==> src/rtl/pccmd_sched.sv <==
// Command scheduler between the host DMA and the PE-array controller.
// Each command is held until the units it depends on are idle, then it is issued.
module pccmd_sched #(
  parameter int AXIS_PCCMD_DATA_WIDTH = 32,
  parameter int AXIS_PCFBK_DATA_WIDTH = 8,
  parameter int STALL_CNT_WIDTH       = 16
) (
  input  logic                             clk,
  input  logic                             rst_n,

  input  logic                             s_axis_inst_tvalid,
  output logic                             s_axis_inst_tready,
  input  logic [AXIS_PCCMD_DATA_WIDTH-1:0] s_axis_inst_tdata,

  output logic                             m_axis_pccmd_tvalid,
  input  logic                             m_axis_pccmd_tready,
  output logic [AXIS_PCCMD_DATA_WIDTH-1:0] m_axis_pccmd_tdata,

  input  logic                             s_axis_pcfbk_tvalid,
  output logic                             s_axis_pcfbk_tready,
  input  logic [AXIS_PCFBK_DATA_WIDTH-1:0] s_axis_pcfbk_tdata,

  output logic [3:0]                       unit_busy,
  output logic                             sched_idle,
  output logic [STALL_CNT_WIDTH-1:0]       stall_cnt,
  output logic                             err_spurious
);

  localparam int LX = 0;
  localparam int LY = 1;
  localparam int EX = 2;
  localparam int ST = 3;

  typedef enum logic [1:0] {
    S_EMPTY,
    S_PEND,
    S_ISSUE
  } state_t;

  state_t                           state, state_nxt;
  logic [AXIS_PCCMD_DATA_WIDTH-1:0] cmd_r;
  logic [3:0]                       busy_r;
  logic [3:0]                       busy_set;
  logic [3:0]                       busy_clr;
  logic [3:0]                       cmd_unit;
  logic                             ex_blk_r, ex_xtile_r, ex_ytile_r;
  logic                             hazard;
  logic                             in_hs, out_hs;
  logic                             ready_int, valid_int;
  logic                             unused_fbk_bits;

  assign unused_fbk_bits = ^s_axis_pcfbk_tdata[AXIS_PCFBK_DATA_WIDTH-1:4];

  // Outputs are forced low while reset is held, independent of the registered state.
  assign s_axis_inst_tready  = ready_int & rst_n;
  assign m_axis_pccmd_tvalid = valid_int & rst_n;
  assign m_axis_pccmd_tdata  = cmd_r;
  assign s_axis_pcfbk_tready = 1'b1;
  assign unit_busy           = busy_r;
  assign sched_idle          = (state == S_EMPTY) && (busy_r == '0);

  assign in_hs  = s_axis_inst_tvalid && ready_int;
  assign out_hs = valid_int && m_axis_pccmd_tready;

  // Feedback bit order {loady, loadx, exec, store} remapped onto busy order {ST, EX, LY, LX}.
  assign busy_clr = s_axis_pcfbk_tvalid
                  ? {s_axis_pcfbk_tdata[0], s_axis_pcfbk_tdata[1],
                     s_axis_pcfbk_tdata[3], s_axis_pcfbk_tdata[2]}
                  : '0;
  assign busy_set = out_hs ? cmd_unit : '0;

  always_comb begin
    hazard = 1'b0;
    if (cmd_r[2]) begin
      hazard = busy_r[EX] | busy_r[LX] | busy_r[LY];
    end else begin
      case (cmd_r[1:0])
        2'b00: hazard = |busy_r;
        2'b01: begin
          if (cmd_r[3])
            hazard = busy_r[LY] | (busy_r[EX] & ex_blk_r & (ex_ytile_r == cmd_r[4]));
          else
            hazard = busy_r[LX] | (busy_r[EX] & ex_blk_r & (ex_xtile_r == cmd_r[4]));
        end
        2'b10:   hazard = busy_r[LX] | busy_r[EX];
        default: hazard = busy_r[ST] | busy_r[EX];
      endcase
    end
  end

  always_comb begin
    cmd_unit = '0;
    if (cmd_r[2]) begin
      cmd_unit[EX] = 1'b1;
    end else begin
      case (cmd_r[1:0])
        2'b01: begin
          if (cmd_r[3]) cmd_unit[LY] = 1'b1;
          else          cmd_unit[LX] = 1'b1;
        end
        2'b10:   cmd_unit[LX] = 1'b1;
        2'b11:   cmd_unit[ST] = 1'b1;
        default: cmd_unit = '0;
      endcase
    end
  end

  always_comb begin
    state_nxt = state;
    ready_int = 1'b0;
    valid_int = 1'b0;
    case (state)
      S_EMPTY: begin
        ready_int = 1'b1;
        if (s_axis_inst_tvalid) state_nxt = S_PEND;
      end
      S_PEND: begin
        if (!hazard) state_nxt = S_ISSUE;
      end
      S_ISSUE: begin
        valid_int = 1'b1;
        if (m_axis_pccmd_tready) state_nxt = S_EMPTY;
      end
      default: state_nxt = S_EMPTY;
    endcase
  end

  always_ff @(posedge clk) begin
    if (!rst_n) begin
      state        <= S_EMPTY;
      cmd_r        <= '0;
      busy_r       <= '0;
      ex_blk_r     <= 1'b0;
      ex_xtile_r   <= 1'b0;
      ex_ytile_r   <= 1'b0;
      stall_cnt    <= '0;
      err_spurious <= 1'b0;
    end else begin
      state <= state_nxt;
      if (in_hs) cmd_r <= s_axis_inst_tdata;
      // A set overrides a clear of the same unit in the same cycle.
      busy_r <= (busy_r & ~busy_clr) | busy_set;
      if (out_hs && cmd_r[2]) begin
        ex_blk_r   <= (cmd_r[2:0] == 3'b100);
        ex_xtile_r <= cmd_r[17];
        ex_ytile_r <= cmd_r[18];
      end
      if ((state == S_PEND) && hazard && (stall_cnt != '1))
        stall_cnt <= stall_cnt + STALL_CNT_WIDTH'(1);
      if (|(busy_clr & ~busy_r)) err_spurious <= 1'b1;
    end
  end

endmodule

==> config.mk <==
export PLATFORM = sky130hd
export DESIGN_NAME = pccmd_sched
export DESIGN_NICKNAME = d
export VERILOG_FILES = /design/src/rtl/pccmd_sched.sv
export SDC_FILE = /design/constraint.sdc
export NUM_CORES = 1
export LEC_CHECK = 0
export CELL_PAD_IN_SITES_DETAIL_PLACEMENT = 1
export CELL_PAD_IN_SITES_GLOBAL_PLACEMENT = 2
export CORE_MARGIN = 1.5
export CORE_UTILIZATION = 24
export DETAILED_ROUTE_END_ITERATION = 12
export PLACE_DENSITY_LB_ADDON = 0.12
export SKIP_LAST_GASP = 1
export SLEW_MARGIN = 5
export SYNTH_ARGS = -nofsm -noshare
export SYNTH_HDL_FRONTEND = slang
export SYNTH_SLANG_ARGS = --single-unit
==> constraint.sdc <==
create_clock -name clk -period 2.31 [get_ports clk]
set_input_delay 0.3465 -clock clk [delete_from_list [all_inputs] [get_ports clk]]
set_output_delay 0.3465 -clock clk [all_outputs]
set_load 0.05 [all_outputs]
# ---- After elaboration in Yosys (flattened, before gate mapping)
# Index checks and enable logic that the tools add are counted.
dict set report totals {
  ff_bits 58
  latchBits 0
  ramBits 0
  rom_bits 0
  in_bits 45
  output_inout_bits 57
  wordCells 67
  mem_count 0
}
dict set report op_classes {
  n_addsub 1
  mul 0
  div_mod_pow 0
  magnitude_cmp 0
  eq_ne 12
  shift 0
  mux 19
  bitwise_logic 15
  n_reduce_logical 12
}
# operator n
set ops {}
lappend ops {{16-bit by 1-bit adder with 16-bit output (second input constant)} 1}
lappend ops {{16-bit inequality test (second input constant)} 1}
lappend ops {{1-bit two-way mux} 10}
lappend ops {{4-bit bitwise AND} 2}
lappend ops {{2-bit two-way mux} 4}
lappend ops {{4-bit two-way mux} 2}
lappend ops {{4-bit inverter} 2}
lappend ops {{4-bit OR reduction} 2}
lappend ops {{2-bit equality test (second input constant)} 3}
lappend ops {{1-bit logical AND} 6}
lappend ops {{2-bit inequality test (second input constant)} 3}
lappend ops {{2-bit one-hot mux with 3 select lines} 1}
lappend ops {{1-bit bitwise AND} 5}
lappend ops {{1-bit OR} 5}
lappend ops {{2-bit by 1-bit equality test with 1-bit output (second input constant)} 2}
lappend ops {{2-bit logical NOT} 2}
lappend ops {{4-bit logical NOT} 1}
lappend ops {{4-bit OR} 1}
lappend ops {{3-bit equality test (second input constant)} 1}
lappend ops {{1-bit one-hot mux with 3 select lines} 1}
lappend ops {{3-bit AND reduction} 1}
lappend ops {{1-bit equality test} 2}
lappend ops {{1-bit one-hot mux with 2 select lines} 1}

# ---- Longest topological paths before layout
dict set report depth {
  ltp_word 8
  depth_mapped 10
  ltp_nobuf 8
}

# ---- Worst setup path before layout
# No wires, ideal clock.
dict set report synth_timing {
  kind {register to output}
  from {reg busy_r[2] (netlist: unit_busy[2])}
  to {out sched_idle}
  arrival_time_ps 2180
  required_time_ps 1964
  path_slack_ps -217
  path_stages_with_launch 3
  n_path_buf 0
  cell_sequence {dfxtp_1 > or4_1 > nor3_1}
}
dict set report synth_between {
  elab_chain_len 2
}
# element line_no
set synth_lines {}
lappend synth_lines {{start, declared} 42} ;# logic [3:0] busy_r;
lappend synth_lines {{start signal, assigned} 142} ;# busy_r <= (busy_r & ~busy_clr) | busy_set;
lappend synth_lines {{4-bit logical NOT} 60} ;# assign sched_idle = (state == S_EMPTY) && (busy_r == '0);
lappend synth_lines {{1-bit logical AND} 60}
lappend synth_lines {{end, declared} 24} ;# output logic sched_idle,
# Every way passes these cells.

# ---- Worst setup path in the final report
dict set report layout_timing {
  from {reg cmd_r[1] (netlist: m_axis_pccmd_tdata[1])}
  to {reg stall_cnt[10]}
}
dict set report layout_between {
  elab_chain_len 5
  word_cells_on_any_way 7
  classes_between {2 x eq/ne; 2 x mux; 3 x reduce/logical}
}
# element line_no
set layout_lines {}
lappend layout_lines {{start, declared} 41} ;# logic [AXIS_PCCMD_DATA_WIDTH-1:0] cmd_r;
lappend layout_lines {{start signal, assigned} 140} ;# if (in_hs) cmd_r <= s_axis_inst_tdata;
lappend layout_lines {{2-bit equality test (tied with other cells)} 77} ;# case (cmd_r[1:0])
lappend layout_lines {{1-bit one-hot mux with 3 select lines (*)} 77}
lappend layout_lines {{1-bit two-way mux (*)} 74} ;# if (cmd_r[2]) begin
lappend layout_lines {{1-bit logical AND (*) (2 in series)} 148} ;# if ((state == S_PEND) && hazard && (stall_cnt != '1))
lappend layout_lines {{end signal, assigned} 149} ;# stall_cnt <= stall_cnt + STALL_CNT_WIDTH'(1);
lappend layout_lines {{end, declared} 25} ;# output logic [STALL_CNT_WIDTH-1:0] stall_cnt,
# Mark *: on every way between the ends. The rest lies on a longest branch, timed or not.
# A chain may end at the register's enable or synchronous reset.

==> flow_summary.toml <==
[yosys]
synth_edf_count = 0
synthDominantCellAreaShare_pct = 45.0
yosysWarnings = 0
synth_top_cells_by_area = "sky130_fd_sc_hd__dfxtp_1, sky130_fd_sc_hd__nand2_1, sky130_fd_sc_hd__a21oi_1, sky130_fd_sc_hd__ha_1, sky130_fd_sc_hd__mux2i_1"
synth.most_common_cell = "sky130_fd_sc_hd__nand2_1"
synthesis.instances = 318
postSynth.asyncResetShare_pct = 0
synth-main-ff-cell = "sky130_fd_sc_hd__dfxtp_1"
synth_top_area_cell = "sky130_fd_sc_hd__dfxtp_1"
synth_seq_area_share_pct = 45.0
yosys-top-cells-count = "sky130_fd_sc_hd__nand2_1, sky130_fd_sc_hd__dfxtp_1, sky130_fd_sc_hd__a21oi_1, sky130_fd_sc_hd__nor2_1, sky130_fd_sc_hd__clkbuf_1"
synth.cell_area_sq_um = 2580
synthesis.area_per_instance_sq_um = 8.12
synth.net_count = 369
synth_seq_cells = 58
synth.distinct_cells = 48

[cts]
clkTransAtPathRegs_ps = 70
clock-root-buffer = "sky130_fd_sc_hd__clkbuf_8"
clkSinkCount = 58
cts_htree_levels = 3
tritoncts.num_buffers = 9
clock_tree_from_tritoncts = "yes"
clock_path_buffers = 2
cts_hold_repair.buffers = 0
insertion_delay_ps = 330

[cells_and_area]
num-fill-cells = 1233
layout.core_utilization_pct = 38.5
drive_above_1_share_pct = 11.2
footprint_of_the_flip_flops_and_latches_sq_um = 1170
multiInputGateArea_sq_um = 1320
finish.instance_area_sq_um = 4000
area_growth_from_synthesis_to_layout_pct = 54.9
layout.cells.non_filler = 563
nets = 474
antennaDiodeCount = 0

[sta]
fin_crit_sh_pct = 97.1
final_critical_path_setup_slack_ps = 66.4
unrepaired_setup_endpoints_after_global_routing = "true"
worst_slew_pin_slew_ps = 664
skew_ps = 6.05
layout_min_cycle_time_ps = 2240
setup_viol = 0
fmax_ghz = 0.446
max_slew_violation_total_from_the_final_report = 0
report.final.hold_viol_count = 0
max_slew_margin_pct = 55.8

[global_routing]
met1_usage_pct = 18.4
grt_antenna_before_repair = 0
grt_max_degree = 56
use_met3_pct = 5.65
global_route_met2_usage_pct = 24.7
grt_usage_pct = 15.0
first_global_vias = 2734
grt_pass1_wl_um = 13600
globalRoute.busiestLayer = "met2"
gr-total-overflow = 0

[floorplanning]
die_w_um = 107
chipHeight_um = 107
core_area_sq_um = 10400
starting_density_of_the_core_pct = 24.9
num_io_pins = 102
fp-row-count = 37
area_of_the_die_sq_um = 11400

[setup_path]
worstPathRequired_ps = 2570
cp_cell_sequence = "ha_2 -> or3b_2 -> nand2_1 -> a311o_1 -> and2_1 -> buf_4 -> or4_1 -> a21oi_1"
timing_worst_setup_path_type = "flop to flop"
cp_slowest_stage_delay_ps = 510
cp_data_arrival_time_ps = 2500
slowest_stage = "sky130_fd_sc_hd__or4_1"
critical_path.endpoint_type = "flop"
worstPathMaxFanout = 11
startpoint_type = "flop"

[pwr]
power_density_nw_per_um2 = 641
worst_ir_drop_vdd_uv = 371
finalPower_mw = 2.56
static_power_due_to_leakage_nw = 1.45

[place]
gpl.final_weighted_congestion = 0.740
dp_cells = 547
io_buffer_count = 96
post_dp_cell_area_sq_um = 3780
post-place-ws_ps = 52.3
dpl.hpwl_um = 5710

[run]
max_cap_check_violation_count = 0

[drt]
detail_route.vias_per_cell = 4.68
num_vias = 2635
avgRoutedWirePerCell_um = 14.7
1st_iter_drt_viols = 56
wl_um = 8260
pre_antenna_drt_iters = 4
drt_drc_violations_left = 0
detail-route-antenna-nets = 0

[worst_hold_path]
min_path_type = "flop to flop"

[run_status]
outcome = "complete, no violations"
critical path, delay by kind of cell, from the launching register on:
kind	cells	cell delay [ps]
buf+inv	1	170
simple gates	4	940
flops	1	350
fa+ha+maj	1	190
compound gates	2	500
per-stage QoR:
step | hold slack, ps | TNS [ps]
after floorplan | 475 | 0
after global placement | 441 | 0
after detailed placement | 450 | 0
after CTS | 458 | 0
after global routing | 481 | -110
final | 456 | 0
worst paths after layout:
check | start | endpoint | slack, ps | cells after the start
worst max-delay path | m_axis_pccmd_tdata[1]$_SDFFE_PN0P_ | stall_cnt[10]$_SDFFE_PN0P_ | 70 | 8
worst min-delay path | m_axis_pccmd_tdata[21]$_SDFFE_PN0P_ | m_axis_pccmd_tdata[21]$_SDFFE_PN0P_ | 460 | 2
worst max register to register | m_axis_pccmd_tdata[1]$_SDFFE_PN0P_ | stall_cnt[10]$_SDFFE_PN0P_ | 70 | 8
worst min register to register | m_axis_pccmd_tdata[21]$_SDFFE_PN0P_ | m_axis_pccmd_tdata[21]$_SDFFE_PN0P_ | 460 | 2
state kept, by name, indices dropped and copies added, names as in the netlist:
register / cells
ex_xtile_r: 1
err_spurious: 1
unit_busy: 4
ex_blk_r: 1
m_axis_pccmd_tdata: 32
ex_ytile_r: 1
state: 2
stall_cnt: 16
area by class of cell:
cell class	count	share of cell area, %
Sequential cell	58	29.2
Timing Repair Buffer	112	27.8
Clock buffer	13	4.23
Tap cell	136	4.26
Inverter	8	0.751
Clock inverter	2	0.876
Multi-Input combinational cell	234	32.9
power by group:
group          total, mW  switching [mW]  internal (mW)
combinational      0.504           0.307          0.197
sequential          1.07          0.0303           1.04
clock              0.986           0.406          0.580
what timing repair did:
action	4_1_cts	5_1_grt
buffers inserted	0	1
endpoints found under the setup margin	0	10
resized for setup	0	2
metal layers:
layer	wire length, um	share of wire, %
met5	0	0
met4	76	0.92
met3	554	6.7
met2	3800	46
met1	3840	46
kinds of logic after synthesis:
group           share of synthesized area, %
simple gates                            26.8
compound gates                          17.2
buf+inv                                 4.70
flops                                   45.0
mux                                     2.33
other cells                            0.145
xor+xnor                                1.02
fa+ha+maj                               2.91
placed cells by master (no fill, tap or decap), types with 3 or more instances in the layout:
master	n
sky130_fd_sc_hd__nor3_1	3
sky130_fd_sc_hd__buf_4	16
sky130_fd_sc_hd__clkdlybuf4s50_1	93
sky130_fd_sc_hd__o31ai_1	7
sky130_fd_sc_hd__nor2_1	15
sky130_fd_sc_hd__nand2_1	82
sky130_fd_sc_hd__dfxtp_2	5
sky130_fd_sc_hd__and2_1	3
sky130_fd_sc_hd__and3_1	3
sky130_fd_sc_hd__buf_12	3
sky130_fd_sc_hd__ha_1	5
sky130_fd_sc_hd__clkbuf_8	12
sky130_fd_sc_hd__nand3_1	7
sky130_fd_sc_hd__nand4_1	5
sky130_fd_sc_hd__dfxtp_1	53
sky130_fd_sc_hd__a21oi_1	46
sky130_fd_sc_hd__or4_1	8
sky130_fd_sc_hd__nor3_2	4
sky130_fd_sc_hd__nand2b_1	3
sky130_fd_sc_hd__inv_1	7
sky130_fd_sc_hd__xnor2_1	3
sky130_fd_sc_hd__mux2i_1	6
(Power assumes the default switching activity.)
